[src/rtl/csa_pipe.sv]
// Pipelined carry-skip adder/subtractor: one BLOCK-bit skip block per stage, valid/ready on both sides.
// Optional macro CSA_SKIP_CNT_EN adds skip_cnt, a saturating count of retired results that used a skip path.
module csa_pipe #(
  parameter int unsigned WIDTH = 16,
  parameter int unsigned BLOCK = 4
) (
  input  logic             clk,
  input  logic             rst,
  input  logic             in_valid,
  output logic             in_ready,
  input  logic [WIDTH-1:0] a,
  input  logic [WIDTH-1:0] b,
  input  logic             c_in,
  input  logic             sub,
  output logic             out_valid,
  input  logic             out_ready,
  output logic [WIDTH-1:0] s,
  output logic             c_out,
  output logic             ovf
`ifdef CSA_SKIP_CNT_EN
  ,
  output logic [15:0]      skip_cnt
`endif
);

  localparam int unsigned NUM_BLK = WIDTH / BLOCK;
  localparam int unsigned LAST    = NUM_BLK - 1;

  // Operands travel whole; only the slice of the stage's own block is consumed.
  typedef struct packed {
    logic             vld;
    logic [WIDTH-1:0] opa;
    logic [WIDTH-1:0] opb;
    logic [WIDTH-1:0] sum;
    logic             cy;
    logic             ov;
  } stage_t;

  stage_t stg_q [NUM_BLK];
  stage_t stg_d [NUM_BLK];
  stage_t in_stg;
  logic   advance_c;

  // Resolve block k of a stage: ripple the sum bits, pick the block carry through the skip mux.
  function automatic stage_t blk_step(input stage_t src, input int unsigned k);
    stage_t           dst;
    logic [BLOCK-1:0] pa;
    logic [BLOCK-1:0] pb;
    logic [BLOCK-1:0] pp;
    logic             rc;
    logic             cmsb;
    dst  = src;
    pa   = src.opa[k*BLOCK +: BLOCK];
    pb   = src.opb[k*BLOCK +: BLOCK];
    pp   = pa ^ pb;
    rc   = src.cy;
    cmsb = 1'b0;
    for (int unsigned j = 0; j < BLOCK; j++) begin
      dst.sum[k*BLOCK + j] = pp[j] ^ rc;
      cmsb = rc;
      rc   = (pa[j] & pb[j]) | (rc & pp[j]);
    end
    dst.cy = (&pp) ? src.cy : rc;
    dst.ov = cmsb ^ dst.cy;
    return dst;
  endfunction

  assign advance_c = !stg_q[LAST].vld || out_ready;
  assign in_ready  = advance_c;

  // Bubbles enter as all-zero so no operand is sampled without a transfer.
  always_comb begin
    in_stg = '0;
    if (in_valid) begin
      in_stg.vld = 1'b1;
      in_stg.opa = a;
      in_stg.opb = sub ? ~b : b;
      in_stg.cy  = sub | c_in;
    end
  end

  always_comb begin
    for (int unsigned k = 0; k < NUM_BLK; k++) begin
      stg_d[k] = stg_q[k];
    end
    if (advance_c) begin
      stg_d[0] = blk_step(in_stg, 0);
      for (int unsigned k = 1; k < NUM_BLK; k++) begin
        stg_d[k] = blk_step(stg_q[k-1], k);
      end
    end
  end

  always_ff @(posedge clk or posedge rst) begin
    if (rst) begin
      for (int unsigned k = 0; k < NUM_BLK; k++) begin
        stg_q[k] <= '0;
      end
    end else begin
      for (int unsigned k = 0; k < NUM_BLK; k++) begin
        stg_q[k] <= stg_d[k];
      end
    end
  end

  assign out_valid = stg_q[LAST].vld;
  assign s         = stg_q[LAST].sum;
  assign c_out     = stg_q[LAST].cy;
  assign ovf       = stg_q[LAST].ov;

`ifdef CSA_SKIP_CNT_EN
  logic [NUM_BLK-1:0] skp_q;
  logic [NUM_BLK-1:0] skp_d;
  logic [15:0]        cnt_q;
  logic [15:0]        cnt_d;

  function automatic logic blk_all_p(input logic [WIDTH-1:0] pa, input logic [WIDTH-1:0] pb,
                                     input int unsigned k);
    logic [WIDTH-1:0] pp;
    pp = pa ^ pb;
    return &pp[k*BLOCK +: BLOCK];
  endfunction

  // The skip flag is sticky along the pipe and counted only when the result retires.
  always_comb begin
    skp_d = skp_q;
    cnt_d = cnt_q;
    if (advance_c) begin
      skp_d[0] = in_stg.vld & blk_all_p(in_stg.opa, in_stg.opb, 0);
      for (int unsigned k = 1; k < NUM_BLK; k++) begin
        skp_d[k] = skp_q[k-1] | blk_all_p(stg_q[k-1].opa, stg_q[k-1].opb, k);
      end
    end
    if (out_valid && out_ready && skp_q[LAST] && (cnt_q != 16'hFFFF)) begin
      cnt_d = cnt_q + 16'd1;
    end
  end

  always_ff @(posedge clk or posedge rst) begin
    if (rst) begin
      skp_q <= '0;
      cnt_q <= '0;
    end else begin
      skp_q <= skp_d;
      cnt_q <= cnt_d;
    end
  end

  assign skip_cnt = cnt_q;
`endif

endmodule

[config.mk]
export PLATFORM = sky130hd
export DESIGN_NAME = csa_pipe
export DESIGN_NICKNAME = d
export VERILOG_FILES = /design/src/rtl/csa_pipe.sv
export SDC_FILE = /design/constraint.sdc
export NUM_CORES = 1
export LEC_CHECK = 0
export BUFFER_PORTS_ARGS = -buffer_cell sky130_fd_sc_hd__buf_2
export CORE_UTILIZATION = 35
export DETAILED_ROUTE_END_ITERATION = 6
export HOLD_SLACK_MARGIN = 0.06
export PLACE_DENSITY = 0.53
export SLEW_MARGIN = 0
export SYNTH_ARGS = -nofsm -noshare
export SYNTH_HDL_FRONTEND = slang
export SYNTH_SLANG_ARGS = --single-unit
[constraint.sdc]
create_clock -name clk -period 3.2 [get_ports clk]
set_clock_uncertainty 0.2 [all_clocks]
set_input_delay 0.32 -clock clk [delete_from_list [all_inputs] [get_ports clk]]
set_output_delay 0.32 -clock clk [all_outputs]
set_load 0.005 [all_outputs]
==> load_flow_metrics.sql, run 1 <==
INSERT INTO impl_metrics (metric_group, metric, value, unit) VALUES
('status', 'status', 'finished clean', ''),
('setup_path', 'regToRegStartpoint', 'stg_q[52]', ''),
('place', 'gp_congestion', '0.7644', ''),
('setup_path', 'timing.critical_path.slowest_stage_cell', 'sky130_fd_sc_hd__fa_1', ''),
('route', 'drt_drc_violations_left', '0', ''),
('clocking', 'clock_tree.root_cell', 'sky130_fd_sc_hd__clkbuf_16', ''),
('logic_synthesis', 'netlist.area_leader.share', '0.5140', ''),
('logic_synthesis', 'synth_compound_area_frac', '0.04452', ''),
('floorplanning', 'dieArea', '0.01396', 'mm^2'),
('layout', 'layout.nets', '609', ''),
('setup_path', 'worstSetupEndpointType', 'flip-flop', ''),
('timing', 'fin_worst_hold_slack', '0.002448', 'ns'),
('setup_path', 'cp_cell_sequence', 'inv_1 -> fa_1 -> inv_1 -> fa_1 -> fa_1 -> inv_1 -> fa_1 -> nor4b_1 -> nor4_2', ''),
('logic_synthesis', 'synthesis.area_per_instance', '9.736', 'um^2'),
('logic_synthesis', 'post_synth_and_or_nand_nor_area_fraction', '0.2014', ''),
('logic_synthesis', 'ys_async_sr_fraction', '1.000', ''),
('layout', 'utilization', '0.4163', ''),
('logic_synthesis', 'post_synth_inst_count', '485', ''),
('timing', 'max_transition_viols_final', '0', ''),
('global_routing', 'grt_util_met3', '0.02703', ''),
('global_routing', 'total_grt_overflow', '0', ''),
('pwr', 'internal_power', '2.868', 'mW'),
('route', 'drt-total-wl', '8560', 'um'),
('global_routing', 'grt_max_degree', '86', ''),
('clocking', 'clock_tree.htree_level_count', '3', ''),
('setup_path', 'worst_r2r_path_depth', '9', ''),
('global_routing', 'grt_pass1_wl', '14940', 'um'),
('logic_synthesis', 'synth.yosys.seq_area_share', '0.5140', ''),
('clocking', 'clk_latency', '0.34', 'ns'),
('global_routing', 'grt_pass1_vias', '3130', ''),
('global_routing', 'use_met2', '0.2063', ''),
('place', 'dpl.cell_count', '684', ''),
('timing', 'grt_setup_unrepaired', 'false', ''),
('floorplanning', 'initial_standard_cell_utilization_of_the_core', '0.3580', ''),
('floorplanning', 'chipHeight', '118.2', 'um'),
('place', 'total_of_buffers_placed_on_input_and_output_ports', '57', ''),
('pwr', 'combinationalPowerShare', '0.294', ''),
('setup_path', 'peak_per_stage_delay_on_the_critical_path', '0.43', 'ns'),
('setup_path', 'timing.critical_path.mode_cell', 'sky130_fd_sc_hd__fa_1', ''),
('logic_synthesis', 'adder_and_majority_cell_fraction_of_the_synthesized_area', '0.1102', ''),
('pwr', 'net_switching_share_of_the_total_power', '0.3363', ''),
('timing', 'fmax', '0.3800', 'GHz'),
('clocking', 'hold_buffers', '20', ''),
('global_routing', 'met1_demand_to_capacity_share_in_global_routing', '0.1827', ''),
('clocking', 'cts.sink_count', '97', ''),
('route', 'antenna_left', '0', ''),
('logic_synthesis', 'netlist_area', '0.004722', 'mm^2'),
('setup_path', 'maximum_fanout_encountered_on_the_critical_timing_path', '4', ''),
('global_routing', 'number_of_antenna_violations_at_the_first_check_in_global_routing', '0', ''),
('timing', 'slew_headroom', '0.3249', ''),
('logic_synthesis', 'ys.warnings.count', '0', ''),
('route', 'drt_first_pass_iters', '6', ''),
('global_routing', 'total_routing_usage_reported_by_global_routing', '0.1343', ''),
('floorplanning', 'top_level_ports', '58', ''),
('logic_synthesis', 'post_synthesis_net_count', '555', ''),
('floorplanning', 'core.rowCount', '42', ''),
('global_routing', 'globalRoute.busiestLayer', 'met2', ''),
('timing', 'setup_viol_count_final', '0', ''),
('timing', 'final_period_demand_of_the_worst_path', '2.632', 'ns'),
('setup_path', 'worst-endpoint-required', '3.22', 'ns'),
('clocking', 'clk_pin_slew', '0.07', 'ns'),
('pwr', 'p_leak', '2.864', 'nW'),
('route', 'vias', '3060', ''),
('logic_synthesis', 'synth.area.mux_share', '0.01590', ''),
('clocking', 'cts_tree', 'done', ''),
('clocking', 'post_cts_buffers', '0', ''),
('layout', 'area_growth_from_synthesis_to_final_layout', '16.30', '%'),
('floorplanning', 'core', '0.01319', 'mm^2'),
('setup_path', 'worst-r2r-setup-slack', '0.57', 'ns'),
('setup_path', 'regToRegEndpoint', 'ovf', ''),
('clocking', 'cts_buffer_depth', '2', '');
[cells in the mapped netlist (4+ instances only)]
master                       n
sky130_fd_sc_hd__buf_6       7
sky130_fd_sc_hd__fa_1       16
sky130_fd_sc_hd__dfrtp_1    97
sky130_fd_sc_hd__nand2_1   197
sky130_fd_sc_hd__xnor2_1    12
sky130_fd_sc_hd__nor2_1      8
sky130_fd_sc_hd__ha_1       16
sky130_fd_sc_hd__clkbuf_1    4
sky130_fd_sc_hd__buf_4      22
sky130_fd_sc_hd__buf_2       7
sky130_fd_sc_hd__o21ai_0    17
sky130_fd_sc_hd__nand3_1    12
sky130_fd_sc_hd__a21oi_2     7
sky130_fd_sc_hd__inv_1      25
sky130_fd_sc_hd__and2_1      6
sky130_fd_sc_hd__xor2_1      4
[area by class of cell]
type / count / area (um^2)
Clock inverter: 5 / 53.80
Clock buffer: 11 / 252.7
Timing Repair Buffer: 84 / 538.0
Multi-Input combinational cell: 321 / 1897
Sequential cell: 97 / 2427
Fill cell: 1304 / 7699
Inverter: 26 / 102.6
Tap cell: 176 / 220.2
[worst max-delay path by stage]
stage               from          to  slack, ns
3_3_place_gp         sub  stg_q[154]       0.33
4_1_cts        stg_q[52]         ovf       0.58
6_report       stg_q[52]         ovf       0.57
2_1_floorplan        rst       c_out       0.15
5_1_grt        stg_q[52]         ovf       0.47
3_5_place_dp         sub  stg_q[154]       0.26
[layout by cell type, fill, tap and decap left out, types with 2 or more instances in the layout]
| master | synthesis | final |
|---|---|---|
| sky130_fd_sc_hd__nand2_1 | 197 | 197 |
| sky130_fd_sc_hd__dfrtp_1 | 97 | 97 |
| sky130_fd_sc_hd__buf_2 | 7 | 57 |
| sky130_fd_sc_hd__inv_1 | 25 | 24 |
| sky130_fd_sc_hd__dlygate4sd3_1 | 0 | 20 |
| sky130_fd_sc_hd__o21ai_0 | 17 | 17 |
| sky130_fd_sc_hd__fa_1 | 16 | 16 |
| sky130_fd_sc_hd__ha_1 | 16 | 16 |
| sky130_fd_sc_hd__xnor2_1 | 12 | 12 |
| sky130_fd_sc_hd__nand3_1 | 12 | 12 |
| sky130_fd_sc_hd__clkbuf_16 | 0 | 9 |
| sky130_fd_sc_hd__nor2_1 | 8 | 8 |
| sky130_fd_sc_hd__a21oi_2 | 7 | 7 |
| sky130_fd_sc_hd__buf_4 | 22 | 7 |
| sky130_fd_sc_hd__and2_1 | 6 | 6 |
| sky130_fd_sc_hd__xor2_1 | 4 | 4 |
| sky130_fd_sc_hd__o21ai_1 | 3 | 3 |
| sky130_fd_sc_hd__nand4_1 | 3 | 3 |
| sky130_fd_sc_hd__mux2i_1 | 3 | 3 |
| sky130_fd_sc_hd__mux2_4 | 3 | 3 |
| sky130_fd_sc_hd__clkinv_2 | 0 | 3 |
| sky130_fd_sc_hd__inv_4 | 1 | 2 |
| sky130_fd_sc_hd__o22ai_1 | 2 | 2 |
| sky130_fd_sc_hd__and4_1 | 2 | 2 |
| sky130_fd_sc_hd__a211oi_1 | 2 | 2 |
| sky130_fd_sc_hd__clkbuf_8 | 0 | 2 |
[power groups by stage]
stage,registers [mW],clock network [mW],logic [mW]
final,1.95,1.10,1.27
after CTS,1.96,1.13,1.31
after global routing,2.02,1.17,1.50
after floorplan,1.91,0,1.12
after detailed placement,1.98,0,1.28
after global placement,1.97,0,1.25
[metrics by stage]
step	setup WS [ns]	area [um^2]	total power, mW
global route	0.4716	5492	4.694
global placement	0.3285	4985	3.213
CTS	0.5751	5492	4.395
detailed placement	0.2568	4985	3.268
floorplan	0.1463	4722	3.035
finish	0.5683	5492	4.322
[registers in the layout, indices dropped and copies added, names as in the netlist]
name and cells:
s 16, stg_q 78, c_out 1, out_valid 1, ovf 1
[per-layer routing]
| layer | vias to the layer above | wire [um] | part of all wire |
|---|---|---|---|
| met5 | - | 0 | 0 |
| met4 | 0 | 130 | 0.015 |
| met1 | 1412 | 4262 | 0.50 |
| li1 | 1588 | - | - |
| met3 | 10 | 278 | 0.032 |
| met2 | 50 | 3888 | 0.45 |
[kinds of logic (layout without fill, tap and decap cells)]
family,after synthesis,after routing
and+or+nand+nor,233,233
xor gates and xnor gates,16,16
adders and majority gates,32,32
buffers and inverters,67,126
DFF,97,97
AOI/OAI and AO/OA,34,34
muxes,6,6
[worst max-delay path: cells and delay by family (launching register included)]
family / cells / cell delay, ns
buffers and inverters: 3 / 0.26
and+or+nand+nor: 2 / 0.46
adders and majority gates: 4 / 1.21
DFF: 1 / 0.38
Note: power is estimated with default switching activity, not from simulation.
==> run 2, diff against run 1 <==
clock period = 2.4 ns   (was 3.2 ns; I/O delays follow)
==> load_flow_metrics.sql, run 2 (synthesized netlist as in run 1, its figures left out) <==
INSERT INTO impl_metrics (metric_group, metric, value, unit) VALUES
('clocking', 'cts.sink_count', '97', ''),
('floorplanning', 'top_level_ports', '58', ''),
('floorplanning', 'core', '0.01319', 'mm^2'),
('layout', 'multi_input_area', '0.001939', 'mm^2'),
('place', 'dpl.cell_count', '695', ''),
('clocking', 'cts_buffer_depth', '2', ''),
('layout', 'final_cell_count_no_fill', '740', ''),
('min_path', 'hold_path.class', 'in2reg', ''),
('global_routing', 'total_grt_overflow', '0', ''),
('route', 'drt-total-wl', '8732', 'um'),
('pwr', 'net_switching_share_of_the_total_power', '0.3367', ''),
('pwr', 'net-switching-power', '1.967', 'mW'),
('layout', 'layout.cells.most_common_list', 'sky130_fd_sc_hd__nand2_1, sky130_fd_sc_hd__dfrtp_1, sky130_fd_sc_hd__buf_2', ''),
('setup_path', 'crit_buf_inv', '3', ''),
('layout', 'max_ffs_per_register', '78', ''),
('timing', 'slew_headroom', '0.7051', ''),
('route', 'vias', '3185', ''),
('floorplanning', 'die_width', '118.2', 'um'),
('layout', 'utilization', '0.4335', ''),
('pwr', 'share_clk_of_total_power', '0.228', ''),
('global_routing', 'number_of_antenna_violations_at_the_first_check_in_global_routing', '0', ''),
('timing', 'setup_viol_count_final', '2', ''),
('layout', 'area_growth_from_synthesis_to_final_layout', '21.09', '%'),
('layout', 'final_design_area_excluding_fillers', '0.005718', 'mm^2'),
('place', 'total_of_buffers_placed_on_input_and_output_ports', '57', ''),
('layout', 'n_antenna_cell', '0', ''),
('global_routing', 'total_routing_usage_reported_by_global_routing', '0.1349', ''),
('floorplanning', 'core.rowCount', '42', ''),
('pwr', 'power', '5.842', 'mW'),
('clocking', 'clk_pin_slew', '0.06', 'ns'),
('global_routing', 'grt_pass1_vias', '3083', ''),
('pwr', 'max-vdd-ir-drop', '355.8', 'uV'),
('setup_path', 'timing.critical_path.max_delay_family', 'adder cells', ''),
('pwr', 'internal_power', '3.875', 'mW'),
('setup_path', 'peak_per_stage_delay_on_the_critical_path', '0.38', 'ns'),
('timing', 'finalSetupTns', '-0.01973', 'ns'),
('place', 'dpl_worst_slack', '-0.2691', 'ns'),
('route', 'detailedRoute.firstIterationViolations', '135', ''),
('clocking', 'clk_latency', '0.34', 'ns'),
('pwr', 'seq_power_share', '0.445', ''),
('timing', 'final_hold_viol_count', '0', ''),
('floorplanning', 'dieArea', '0.01396', 'mm^2'),
('setup_path', 'worstSetupEndpointType', 'flip-flop', ''),
('setup_path', 'cp_cell_sequence', 'inv_2 -> fa_2 -> inv_2 -> fa_2 -> fa_2 -> inv_2 -> fa_2 -> and4_1 -> nor4_2', ''),
('timing', 'grt_setup_unrepaired', 'true', ''),
('place', 'hpwlAfterDp', '6151', 'um'),
('pwr', 'p_leak', '2.946', 'nW'),
('route', 'antenna_left', '0', ''),
('floorplanning', 'chipHeight', '118.2', 'um'),
('timing', 'fmax', '0.4134', 'GHz'),
('clocking', 'clock_tree.root_cell', 'sky130_fd_sc_hd__clkbuf_16', ''),
('route', 'routed_via_density', '4.304', ''),
('setup_path', 'worst-endpoint-required', '2.45', 'ns'),
('timing', 'fin_worst_hold_slack', '0.1759', 'ns'),
('timing', 'fin_crit_sh', '1.008', ''),
('place', 'placement.cell_area', '0.005135', 'mm^2'),
('layout', 'mostFrequentLayoutCell', 'sky130_fd_sc_hd__nand2_1', ''),
('route', 'drt_drc_violations_left', '2', ''),
('status', 'status', 'complete, but fails checks', ''),
('setup_path', 'critPathKind', 'reg2reg', ''),
('route', 'avgRoutedWirePerCell', '11.80', 'um'),
('floorplanning', 'initial_standard_cell_utilization_of_the_core', '0.3580', ''),
('clocking', 'clock_tree.htree_level_count', '3', ''),
('timing', 'worstMarginPinSlew', '0.4414', 'ns'),
('clocking', 'cts-buffers-inserted', '9', ''),
('timing', 'max_transition_viols_final', '0', ''),
('global_routing', 'grt_max_degree', '77', ''),
('layout', 'largest_register', 'stg_q', ''),
('layout', 'layout-drive-gt1-share', '0.2287', ''),
('route', 'drt_first_pass_iters', '6', ''),
('global_routing', 'grt_pass1_wl', '14880', 'um'),
('timing', 'setup_ws', '-0.01902', 'ns'),
('setup_path', 'timing.critical_path.slowest_stage_cell', 'sky130_fd_sc_hd__fa_2', ''),
('setup_path', 'critical_path_arrival', '2.47', 'ns'),
('layout', 'area_occupied_by_registers', '0.002427', 'mm^2'),
('clocking', 'cts_tree', 'done', ''),
('setup_path', 'maximum_fanout_encountered_on_the_critical_timing_path', '3', ''),
('pwr', 'combinationalPowerShare', '0.326', ''),
('setup_path', 'timing.critical_path.mode_cell', 'sky130_fd_sc_hd__fa_2', ''),
('status', 'failing_checks', 'DRC, setup timing', ''),
('place', 'gp_congestion', '0.7704', ''),
('layout', 'fillCellCount', '1277', ''),
('pwr', 'power-per-cell-area', '1022', 'mW/mm^2'),
('flow_run', 'cap_violations', '0', ''),
('timing', 'final_period_demand_of_the_worst_path', '2.419', 'ns'),
('setup_path', 'timing.critical_path.from_type', 'flip-flop', ''),
('layout', 'layout.nets', '629', '');
-- run 2: worst reg2reg max path: stages, from the launching register on --
cell and delay [ns]:
sky130_fd_sc_hd__dfrtp_1 0.36, sky130_fd_sc_hd__inv_2 0.05, sky130_fd_sc_hd__fa_2 0.38, sky130_fd_sc_hd__inv_2 0.07, sky130_fd_sc_hd__fa_2 0.20, sky130_fd_sc_hd__fa_2 0.21, sky130_fd_sc_hd__inv_2 0.05, sky130_fd_sc_hd__fa_2 0.38
sky130_fd_sc_hd__and4_1 0.19, sky130_fd_sc_hd__nor4_2 0.25
-- run 2: cell type report --
class | instances | share of cell area
timing repair buffer | 104 | 0.1313
tap | 176 | 0.03851
clock buffer | 14 | 0.04617
clock inverter | 2 | 0.002188
multi-input combinational | 321 | 0.3392
sequential | 97 | 0.4245
inverter | 26 | 0.01816
-- run 2: timing repair --
| action | 4_1_cts | 5_1_grt |
|---|---|---|
| gates resized for setup | 10 | 7 |
| pin swaps | 5 | 6 |
| buffers inserted | 3 | 1 |
| setup endpoints to repair | 3 | 7 |
| hold endpoints to repair | 89 | 0 |
| hold buffers | 25 | 0 |
-- run 2: power groups by stage --
stage               Clock, mW  Combinational (mW)  Sequential (mW)
global route             1.44                2.22             2.68
finish                   1.33                1.91             2.60
detailed placement          0                1.84             2.63
global placement            0                1.81             2.62
floorplan                   0                1.51             2.55
CTS                      1.38                1.94             2.60
-- run 2: path summary, 6_finish.rpt --
kind | slack [ns] | from | depth (start not counted) | to
max in group asynchronous | 1.19 | rst | 4 | s[15]
hold / removal | 0.18 | c_in | 4 | stg_q[154]
setup / recovery | -0.02 | stg_q[52] | 9 | ovf
hold reg to reg | 0.26 | stg_q[101] | 2 | stg_q[101]
setup reg to reg | -0.02 | stg_q[52] | 9 | ovf
min in group asynchronous | 0.26 | rst | 3 | s[4]
-- run 2: metal layers --
layer / part of all wire / GRT usage
met2: 0.45 / 0.2018
met1: 0.50 / 0.1863
met5: 0 / 0
met3: 0.035 / 0.03137
met4: 0.013 / 0.06010
==> run 3, diff against run 2 <==
SKIP_CTS_REPAIR_TIMING = 1   (was default)
==> load_flow_metrics.sql, run 3 (synthesized netlist as in run 1, its figures left out) <==
INSERT INTO impl_metrics (metric_group, metric, value, unit) VALUES
('route', 'vias', '3176', ''),
('pwr', 'max-vdd-ir-drop', '356.0', 'uV'),
('timing', 'fin_crit_sh', '1.028', ''),
('layout', 'layout.cells.most_common_list', 'sky130_fd_sc_hd__nand2_1, sky130_fd_sc_hd__dfrtp_1, sky130_fd_sc_hd__buf_2', ''),
('timing', 'setup_ws', '-0.06626', 'ns'),
('layout', 'n_antenna_cell', '0', ''),
('pwr', 'power', '5.815', 'mW'),
('timing', 'slew_headroom', '0.7066', ''),
('floorplanning', 'core', '0.01319', 'mm^2'),
('clocking', 'clock_tree.root_cell', 'sky130_fd_sc_hd__clkbuf_16', ''),
('setup_path', 'maximum_fanout_encountered_on_the_critical_timing_path', '3', ''),
('route', 'avgRoutedWirePerCell', '11.75', 'um'),
('place', 'placement.cell_area', '0.005135', 'mm^2'),
('layout', 'multi_input_area', '0.001934', 'mm^2'),
('clocking', 'cts-buffers-inserted', '9', ''),
('timing', 'worstMarginPinSlew', '0.4392', 'ns'),
('timing', 'finalSetupTns', '-0.1269', 'ns'),
('place', 'gp_congestion', '0.7704', ''),
('layout', 'final_design_area_excluding_fillers', '0.005695', 'mm^2'),
('timing', 'setup_viol_count_final', '2', ''),
('timing', 'fin_worst_hold_slack', '0.03768', 'ns'),
('clocking', 'clock_tree.htree_level_count', '3', ''),
('route', 'routed_via_density', '4.304', ''),
('route', 'detailedRoute.firstIterationViolations', '119', ''),
('layout', 'area_occupied_by_registers', '0.002427', 'mm^2'),
('floorplanning', 'top_level_ports', '58', ''),
('setup_path', 'worst-endpoint-required', '2.45', 'ns'),
('layout', 'area_growth_from_synthesis_to_final_layout', '20.61', '%'),
('layout', 'layout-drive-gt1-share', '0.2224', ''),
('clocking', 'cts.sink_count', '97', ''),
('timing', 'final_hold_viol_count', '0', ''),
('min_path', 'hold_path.class', 'in2reg', ''),
('timing', 'max_transition_viols_final', '0', ''),
('timing', 'final_period_demand_of_the_worst_path', '2.466', 'ns'),
('pwr', 'p_leak', '2.936', 'nW'),
('floorplanning', 'initial_standard_cell_utilization_of_the_core', '0.3580', ''),
('route', 'antenna_left', '0', ''),
('global_routing', 'grt_pass1_vias', '3020', ''),
('clocking', 'clk_latency', '0.34', 'ns'),
('timing', 'grt_setup_unrepaired', 'true', ''),
('setup_path', 'timing.critical_path.from_type', 'flip-flop', ''),
('global_routing', 'total_routing_usage_reported_by_global_routing', '0.1327', ''),
('setup_path', 'critPathKind', 'reg2reg', ''),
('floorplanning', 'die_width', '118.2', 'um'),
('route', 'drt_drc_violations_left', '2', ''),
('clocking', 'clk_pin_slew', '0.06', 'ns'),
('layout', 'fillCellCount', '1282', ''),
('setup_path', 'critical_path_arrival', '2.51', 'ns'),
('status', 'status', 'complete, but fails checks', ''),
('global_routing', 'grt_pass1_wl', '14640', 'um'),
('timing', 'fmax', '0.4055', 'GHz'),
('layout', 'mostFrequentLayoutCell', 'sky130_fd_sc_hd__nand2_1', ''),
('global_routing', 'total_grt_overflow', '0', ''),
('floorplanning', 'chipHeight', '118.2', 'um'),
('place', 'total_of_buffers_placed_on_input_and_output_ports', '57', ''),
('route', 'drt_first_pass_iters', '7', ''),
('layout', 'max_ffs_per_register', '78', ''),
('layout', 'layout.nets', '627', ''),
('status', 'failing_checks', 'DRC, setup timing', ''),
('clocking', 'cts_tree', 'done', ''),
('layout', 'largest_register', 'stg_q', ''),
('setup_path', 'worstSetupEndpointType', 'flip-flop', ''),
('route', 'drt-total-wl', '8671', 'um'),
('clocking', 'cts_buffer_depth', '2', ''),
('floorplanning', 'core.rowCount', '42', ''),
('global_routing', 'number_of_antenna_violations_at_the_first_check_in_global_routing', '0', ''),
('pwr', 'power-per-cell-area', '1021', 'mW/mm^2'),
('place', 'hpwlAfterDp', '6151', 'um'),
('flow_run', 'cap_violations', '0', ''),
('global_routing', 'grt_max_degree', '77', ''),
('floorplanning', 'dieArea', '0.01396', 'mm^2');
## run 3: final timing paths
kind / startpoint / to / slack, ns / cells after the start
worst max-delay path: stg_q[97] / ovf / -0.07 / 9
worst min-delay path: b[14] / stg_q[185] / 0.04 / 3
worst max register to register: stg_q[97] / ovf / -0.07 / 9
worst min register to register: stg_q[101] / stg_q[101] / 0.25 / 2
max in group asynchronous: rst / stg_q[182] / 1.19 / 4
min in group asynchronous: rst / s[10] / 0.26 / 3
## run 3: layout make-up
class	count	share of cell area
sequential	97	0.4262
clock buffer	14	0.04635
tap	176	0.03866
timing repair buffer	102	0.1287
clock inverter	2	0.002197
multi-input combinational	321	0.3396
inverter	26	0.01823
## run 3: stage by stage
stage                     setup WS, ns  cells    util
final                         -0.06626    738  0.4318
after detailed placement       -0.2691    695  0.3893
after global routing           -0.2395    738  0.4318
after global placement         -0.2184    695  0.3893
after CTS                      -0.1308    711  0.4103
after floorplan                -0.1766    485       -
## run 3: where the power goes
| part | leakage (nW) | total [mW] | internal, mW | switching, mW |
|---|---|---|---|---|
| combinational | 1.57 | 1.89 | 0.857 | 1.03 |
| clock | 0.133 | 1.33 | 0.759 | 0.573 |
| sequential | 1.23 | 2.60 | 2.25 | 0.350 |
## run 3: per-layer routing
metal  vias to the layer above  track usage  wire [um]
li1                       1629            -          -
met5                         -            0          0
met3                        12      0.03185        297
met4                         0      0.05769        108
met2                        50       0.1960       3951
met1                      1485       0.1854       4313
## run 3: worst max-delay path: stages, from the launching register on
cell and delay [ns]:
sky130_fd_sc_hd__dfrtp_1 0.36, sky130_fd_sc_hd__inv_2 0.06, sky130_fd_sc_hd__fa_2 0.38, sky130_fd_sc_hd__inv_2 0.07
sky130_fd_sc_hd__fa_2 0.21, sky130_fd_sc_hd__fa_2 0.23, sky130_fd_sc_hd__inv_2 0.05, sky130_fd_sc_hd__fa_2 0.39
sky130_fd_sc_hd__and4_1 0.18, sky130_fd_sc_hd__nor4_2 0.25
